$ cat src/rtl/fp_matrix_mac.sv
// Sequential single-precision matrix multiply-accumulate: C = A*B or C += A*B,
// stepping every (i,j,k) through one shared multiplier and one shared adder.
module fp_matrix_mac #(
  parameter int M       = 2,
  parameter int N       = 2,
  parameter int P       = 2,
  parameter int MUL_LAT = 1,
  parameter int ADD_LAT = 1
) (
  input  logic              clk,
  input  logic              reset,
  input  logic              start,
  input  logic              acc_mode,
  input  logic [M*N*32-1:0] a_in,
  input  logic [N*P*32-1:0] b_in,
  output logic              ready,
  output logic              busy,
  output logic              done,
  output logic [M*P*32-1:0] c_out
);

  localparam int IW   = (M > 1) ? $clog2(M) : 1;
  localparam int KW   = (N > 1) ? $clog2(N) : 1;
  localparam int JW   = (P > 1) ? $clog2(P) : 1;
  localparam int LMAX = (MUL_LAT > ADD_LAT) ? MUL_LAT : ADD_LAT;
  localparam int CW   = $clog2(LMAX + 1);
  localparam int AW   = $clog2(M*N*32);
  localparam int BW   = $clog2(N*P*32);
  localparam int OW   = $clog2(M*P*32);
  localparam logic [31:0] QNAN = 32'h7FC0_0000;

  // Round-to-nearest-even; denormal inputs and results are flushed to signed zero.
  function automatic logic [31:0] fp_mul(input logic [31:0] a, input logic [31:0] b);
    logic              s;
    logic [47:0]       pr;
    logic [22:0]       mt;
    logic              g, st;
    logic [23:0]       mr;
    logic signed [10:0] e;
    s = a[31] ^ b[31];
    if ((a[30:23] == 8'hff && a[22:0] != 0) || (b[30:23] == 8'hff && b[22:0] != 0)) return QNAN;
    if ((a[30:23] == 8'hff && b[30:23] == 0) || (b[30:23] == 8'hff && a[30:23] == 0)) return QNAN;
    if (a[30:23] == 8'hff || b[30:23] == 8'hff) return {s, 8'hff, 23'd0};
    if (a[30:23] == 0 || b[30:23] == 0) return {s, 31'd0};
    pr = {24'd0, 1'b1, a[22:0]} * {24'd0, 1'b1, b[22:0]};
    e  = $signed({3'b0, a[30:23]}) + $signed({3'b0, b[30:23]}) - 11'sd127;
    if (pr[47]) begin
      mt = pr[46:24]; g = pr[23]; st = |pr[22:0]; e = e + 11'sd1;
    end else begin
      mt = pr[45:23]; g = pr[22]; st = |pr[21:0];
    end
    mr = {1'b0, mt} + 24'(g & (st | mt[0]));
    if (mr[23]) e = e + 11'sd1;
    if (e >= 11'sd255) return {s, 8'hff, 23'd0};
    if (e <= 11'sd0) return {s, 31'd0};
    return {s, e[7:0], mr[22:0]};
  endfunction

  function automatic logic [31:0] fp_add(input logic [31:0] a, input logic [31:0] b);
    logic [31:0]        x, y;
    logic [7:0]         d;
    logic [26:0]        mx, my;
    logic [53:0]        sh;
    logic [27:0]        sm;
    logic [25:0]        n;
    logic [4:0]         lz;
    logic               found;
    logic [23:0]        mr;
    logic signed [10:0] e;
    if ((a[30:23] == 8'hff && a[22:0] != 0) || (b[30:23] == 8'hff && b[22:0] != 0)) return QNAN;
    if (a[30:23] == 8'hff && b[30:23] == 8'hff) return (a[31] != b[31]) ? QNAN : a;
    if (a[30:23] == 8'hff) return a;
    if (b[30:23] == 8'hff) return b;
    if (a[30:23] == 0 && b[30:23] == 0) return {a[31] & b[31], 31'd0};
    if (a[30:23] == 0) return b;
    if (b[30:23] == 0) return a;
    if (a[30:0] >= b[30:0]) begin x = a; y = b; end
    else begin x = b; y = a; end
    d  = x[30:23] - y[30:23];
    mx = {1'b1, x[22:0], 3'b0};
    my = {1'b1, y[22:0], 3'b0};
    sh = {my, 27'd0} >> d;
    // Three extra low bits (guard/round/sticky) keep the alignment shift exact enough for RNE.
    if (d > 8'd26) my = 27'd1;
    else my = sh[53:27] | {26'd0, |sh[26:0]};
    e = $signed({3'b0, x[30:23]});
    if (x[31] == y[31]) begin
      sm = {1'b0, mx} + {1'b0, my};
      if (sm[27]) begin
        n = {sm[26:2], sm[1] | sm[0]}; e = e + 11'sd1;
      end else begin
        n = sm[25:0];
      end
    end else begin
      sm = {1'b0, mx} - {1'b0, my};
      if (sm == 0) return 32'd0;
      lz = '0; found = 1'b0;
      for (int i = 26; i >= 0; i--) begin
        if (!found && sm[i]) begin lz = 5'(26 - i); found = 1'b1; end
      end
      sm = sm << lz;
      n  = sm[25:0];
      e  = e - $signed({6'd0, lz});
    end
    mr = {1'b0, n[25:3]} + 24'(n[2] & (n[1] | n[0] | n[3]));
    if (mr[23]) e = e + 11'sd1;
    if (e >= 11'sd255) return {x[31], 8'hff, 23'd0};
    if (e <= 11'sd0) return {x[31], 31'd0};
    return {x[31], e[7:0], mr[22:0]};
  endfunction

  typedef enum logic [2:0] {S_IDLE, S_MUL, S_ADD, S_STORE, S_DONE} state_t;

  state_t              state_q, state_d;
  logic [CW-1:0]       cnt_q;
  logic [IW-1:0]       i_q;
  logic [JW-1:0]       j_q;
  logic [KW-1:0]       k_q;
  logic [M*N*32-1:0]   a_q;
  logic [N*P*32-1:0]   b_q;
  logic                acc_q;
  logic [31:0]         prod_q, part_q;
  logic [M*P*32-1:0]   c_q;
  logic                done_q;

  logic                accept, mul_last, add_last, store_en, last_elem, last_k;
  logic [AW-1:0]       a_off;
  logic [BW-1:0]       b_off;
  logic [OW-1:0]       c_off;
  logic [31:0]         part_sel;

  always_comb begin
    a_off     = AW'((int'(i_q) * N + int'(k_q)) * 32);
    b_off     = BW'((int'(k_q) * P + int'(j_q)) * 32);
    c_off     = OW'((int'(i_q) * P + int'(j_q)) * 32);
    last_k    = (k_q == KW'(N - 1));
    last_elem = (i_q == IW'(M - 1)) && (j_q == JW'(P - 1));
    // At k=0 the running sum starts from +0.0, or from this element's C as held at accept.
    part_sel  = (k_q == '0) ? (acc_q ? c_q[c_off +: 32] : 32'd0) : part_q;
  end

  // State register
  always_ff @(posedge clk) begin
    if (!reset) state_q <= S_IDLE;
    else        state_q <= state_d;
  end

  // Next-state logic
  always_comb begin
    state_d = state_q;
    case (state_q)
      S_IDLE:  if (start) state_d = S_MUL;
      S_MUL:   if (cnt_q == CW'(MUL_LAT - 1)) state_d = S_ADD;
      S_ADD:   if (cnt_q == CW'(ADD_LAT - 1)) state_d = last_k ? S_STORE : S_MUL;
      S_STORE: state_d = last_elem ? S_DONE : S_MUL;
      S_DONE:  state_d = S_IDLE;
      default: state_d = S_IDLE;
    endcase
  end

  // Output and strobe logic
  always_comb begin
    ready    = (state_q == S_IDLE);
    busy     = (state_q != S_IDLE);
    done     = done_q;
    c_out    = c_q;
    accept   = (state_q == S_IDLE) && start;
    mul_last = (state_q == S_MUL) && (cnt_q == CW'(MUL_LAT - 1));
    add_last = (state_q == S_ADD) && (cnt_q == CW'(ADD_LAT - 1));
    store_en = (state_q == S_STORE);
  end

  always_ff @(posedge clk) begin
    if (!reset) begin
      cnt_q  <= '0;
      i_q    <= '0;
      j_q    <= '0;
      k_q    <= '0;
      a_q    <= '0;
      b_q    <= '0;
      acc_q  <= 1'b0;
      prod_q <= '0;
      part_q <= '0;
      c_q    <= '0;
      done_q <= 1'b0;
    end else begin
      done_q <= (state_q == S_DONE);
      cnt_q  <= (mul_last || add_last || !(state_q == S_MUL || state_q == S_ADD)) ? '0 : cnt_q + CW'(1);
      if (accept) begin
        a_q   <= a_in;
        b_q   <= b_in;
        acc_q <= acc_mode;
        i_q   <= '0;
        j_q   <= '0;
        k_q   <= '0;
      end
      if (mul_last) prod_q <= fp_mul(a_q[a_off +: 32], b_q[b_off +: 32]);
      if (add_last) begin
        part_q <= fp_add(part_sel, prod_q);
        if (!last_k) k_q <= k_q + KW'(1);
      end
      if (store_en) begin
        c_q[c_off +: 32] <= part_q;
        k_q <= '0;
        if (j_q == JW'(P - 1)) begin
          j_q <= '0;
          i_q <= (i_q == IW'(M - 1)) ? '0 : i_q + IW'(1);
        end else begin
          j_q <= j_q + JW'(1);
        end
      end
    end
  end

endmodule

$ cat config.mk
export PLATFORM = sky130hd
export DESIGN_NAME = fp_matrix_mac
export DESIGN_NICKNAME = d
export VERILOG_FILES = /design/src/rtl/fp_matrix_mac.sv
export SDC_FILE = /design/constraint.sdc
export NUM_CORES = 2
export LEC_CHECK = 0
export CAP_MARGIN = 20
export CORE_MARGIN = 3
export CORE_UTILIZATION = 40
export CTS_CLUSTER_SIZE = 14
export DETAILED_ROUTE_END_ITERATION = 8
export MAX_ROUTING_LAYER = met4
export PLACE_DENSITY_LB_ADDON = 0.25
export RECOVER_POWER = 100
export SYNTH_ARGS = -nofsm -noshare
export SYNTH_HDL_FRONTEND = slang
export SYNTH_SLANG_ARGS = --single-unit
$ cat constraint.sdc
create_clock -name clk -period 27.9 [get_ports clk]
set_clock_uncertainty 0.2 [all_clocks]
set_input_delay 5.58 -clock clk [delete_from_list [all_inputs] [get_ports clk]]
set_output_delay 5.58 -clock clk [all_outputs]
set_load 0.02 [all_outputs]
==> flow_metrics.py <==
metrics = {
    "clocking": {
        "cts_hold_buf": 0,
        "cts_tree": "done",
        "clock_sinks": 457,
        "ctsResizeCount": 0,
        "htreeDepth": 2,
        "cts_buffers": 48,
        "cts_setup_buffers": 0,
        "clk_pin_slew_worst_paths_ps": 60,
        "clockBufferDepth": 3,
        "root_buffer": "clkbuf_16",
        "worstSkewPairLatency_ps": 620,
    },
    "hold_path": {
        "hold_class": "reg -> reg",
        "hold_path_depth": 2,
        "worstHoldEndpoint": "b_q[112]$_SDFFE_PN0P_",
        "hold_start": "b_q[112]$_SDFFE_PN0P_",
    },
    "logic_synthesis": {
        "synth-seq-cells": 457,
        "yosysTopAreaCellShare_pct": 18.8,
        "netlist_top_cells_area": "fa_1 (19%), dfxtp_1 (18%), nand2_1 (9.3%), ha_1 (7.0%), a21oi_1 (6.3%)",
        "ys_types": 114,
        "synth_flop_cell": "dfxtp_1",
        "syn-num-nets": 7687,
        "synthArstFlopShare_pct": 0,
        "yosysWarnings": 0,
        "synthesis.area_sq_um": 51600,
        "synth_seq_area_share_pct": 17.7,
        "synth_edf_count": 0,
        "syn_inst": 6654,
        "avgSynthCellArea_sq_um": 7.75,
        "yosys.area.top_type": "fa_1",
    },
    "drt": {
        "dr.pass1.iters": 9,
        "post_drt_wl_per_cell_microns": 23.6,
        "routed_via_density": 5.87,
        "ant_nets": 0,
        "drtIter0Drc": 5155,
        "num_vias": 49900,
        "drc": 0,
        "totalWireLength_microns": 200000,
    },
    "pwr": {
        "p_seq_share_pct": 15.4,
        "pwr-share-clk_pct": 15.1,
        "switching_power_mw": 2.44,
        "p_int_mw": 2.10,
        "vdd_drop_max_v": 0.0000838,
        "swShare_pct": 53.7,
        "comb_power_share_pct": 69.4,
        "power.density_nw_per_um2": 77.7,
        "p_leak_nw": 24.3,
    },
    "setup_path": {
        "cp_max_fo": 55,
        "reg2reg_slack_ps": 5960,
        "path_class": "reg -> reg",
        "required_ps": 28140,
        "worst_path_max_delay_cell": "clkbuf_1",
        "r2r_start": "i_q$_SDFF_PN0_",
        "r2r_end": "part_q[7]$_SDFFE_PN0P_",
        "slowest_delay_ps": 2020,
        "r2r_cells": 56,
        "endpoint_kind": "flip-flop",
        "start_kind": "flip-flop",
        "cp.arrival_ps": 22170,
    },
    "floorplan": {
        "io_pins": 391,
        "start_util_pct": 40.4,
        "dieArea_sq_um": 133000,
        "die_y_microns": 365,
        "rows": 131,
        "die_w_microns": 365,
        "design.core.area_sq_um": 128000,
    },
    "sta": {
        "worst_pin_slew_ps": 9370,
        "slew_headroom_pct": -525,
        "fin_tns_setup_ps": 0,
        "min_period_ps": 21940,
        "hold_viol_final": 0,
        "min_period_over_period_pct": 78.6,
        "fmax_mhz": 45.6,
        "setup_violations": 0,
        "rsz0062_at_grt": "no",
        "drv_slew": 648,
        "fin_hold_ws_ps": 252,
    },
    "finish": {
        "fillerInstances": 12800,
        "fin_nets": 7825,
        "layout_commonest_cell": "nand2_1",
        "finalNonFillerCells": 8498,
        "final_cell_mix": "nand2_1 (1,278), inv_1 (707), a21oi_1 (645)",
        "syn2layout_area_growth_pct": 13.4,
        "drive_above_1_share_pct": 6.12,
    },
    "placed_design": {
        "hpwl_microns": 155000,
        "port_buffers": 390,
        "place_congestion": 0.979,
        "place_inst": 8402,
    },
    "grt": {
        "grt_pass1_vias": 49300,
        "grt_max_degree": 213,
        "grt_pass1_wl_microns": 305000,
        "grt_use_total_pct": 30.4,
        "grt_overflow": 0,
        "antenna_found_initial": 6,
    },
    "status": {
        "status": "complete, but fails checks",
        "violations": "capacitance limit, slew limit",
    },
    "job": {
        "maxCapViolCount": 9,
    },
}
## state kept, by name, indices dropped and copies added, names as in the netlist
name,cells
j_q,1
i_q,1
cnt_q,1
k_q,1
part_q,32
c_out,128
done,1
a_q,128
state_q,3
acc_q,1
b_q,128
prod_q,32
## power by group through the flow
stage,Clock [mW],Sequential (mW),Combinational [mW]
after floorplan,0,0.704,2.06
after global placement,0,0.713,3.08
after detailed placement,0,0.714,3.04
after CTS,0.698,0.699,3.06
after global routing,0.727,0.703,3.36
final,0.687,0.700,3.15
## critical path: cells and delay by family, from the launching register on
kind / cells / cell delay, ps
fa+ha+maj: 4 / 1510
xor+xnor: 1 / 140
simple gates: 26 / 8350
mux: 3 / 1520
flops: 1 / 1570
buf+inv: 5 / 3410
compound gates: 17 / 5000
## area by class of cell
class | instances | area, sq um | share of cell area (%)
clock inverter | 19 | 282 | 0.482
multi-input combinational | 5066 | 38200 | 65.3
inverter | 729 | 2740 | 4.68
antenna | 6 | 15.0 | 0.0257
sequential | 457 | 9160 | 15.7
tap | 1662 | 2080 | 3.56
clock buffer | 69 | 1390 | 2.38
timing repair buffer | 490 | 4630 | 7.92
## metal layers
metal  vias up  global-route usage (%)  wire length, microns
met5         -                       -                     0
met1     24700                    42.4                 89300
li1      22700                       -                     -
met3       302                    4.89                 17000
met4         0                    8.01                  5740
met2      2162                    45.9                 88200
## cells in the mapped netlist (22+ instances only)
cell type,count
nand2_1,1277
inv_1,707
a21oi_1,645
nor2_1,491
fa_1,485
dfxtp_1,457
clkbuf_1,327
ha_1,288
nand3_1,242
o21ai_0,170
xnor2_1,122
nor3_1,108
mux4_2,90
mux2i_1,82
and2_1,78
a21o_1,51
mux2_2,51
nand4_1,48
nor4_1,48
buf_1,38
o21ai_1,36
and3_1,35
o211ai_1,35
o21bai_1,35
xor2_1,35
a22oi_1,34
a31oi_1,34
a211oi_1,30
buf_2,26
nand2b_1,26
o31ai_1,25
a22o_1,22
## kinds of logic after synthesis
family	count (synthesis)	share of synthesized area, %
compound gates	1408	17.2
xor+xnor	157	2.67
fa+ha+maj	773	25.8
buf+inv	1131	8.42
flops	457	17.7
mux	226	6.72
other cells	1	0.00727
simple gates	2501	21.4
## worst max-delay path by stage
stage | startpoint | end | slack [ps] | cells past startpoint
after floorplan | i_q$_SDFF_PN0_ | part_q[1]$_SDFFE_PN0P_ | 12810 | 67
after global placement | j_q$_SDFFE_PN0P_ | part_q[7]$_SDFFE_PN0P_ | 10620 | 59
after detailed placement | j_q$_SDFFE_PN0P_ | part_q[7]$_SDFFE_PN0P_ | 10310 | 56
after CTS | j_q$_SDFFE_PN0P_ | part_q[7]$_SDFFE_PN0P_ | 10250 | 56
after global routing | i_q$_SDFF_PN0_ | part_q[7]$_SDFFE_PN0P_ | 4330 | 59
final | i_q$_SDFF_PN0_ | part_q[7]$_SDFFE_PN0P_ | 5960 | 56
## stage by stage
step	total power, mW	setup slack, ps	util (%)	area, sq um
after detailed placement	3.76	10310	44.5	56800
after global placement	3.79	10620	44.5	56800
after CTS	4.46	10250	45.8	58500
after global routing	4.79	4330	45.8	58400
final	4.54	5960	45.8	58400
after floorplan	2.77	12810	-	51600
No activity file was read; power rests on OpenSTA's default activity.
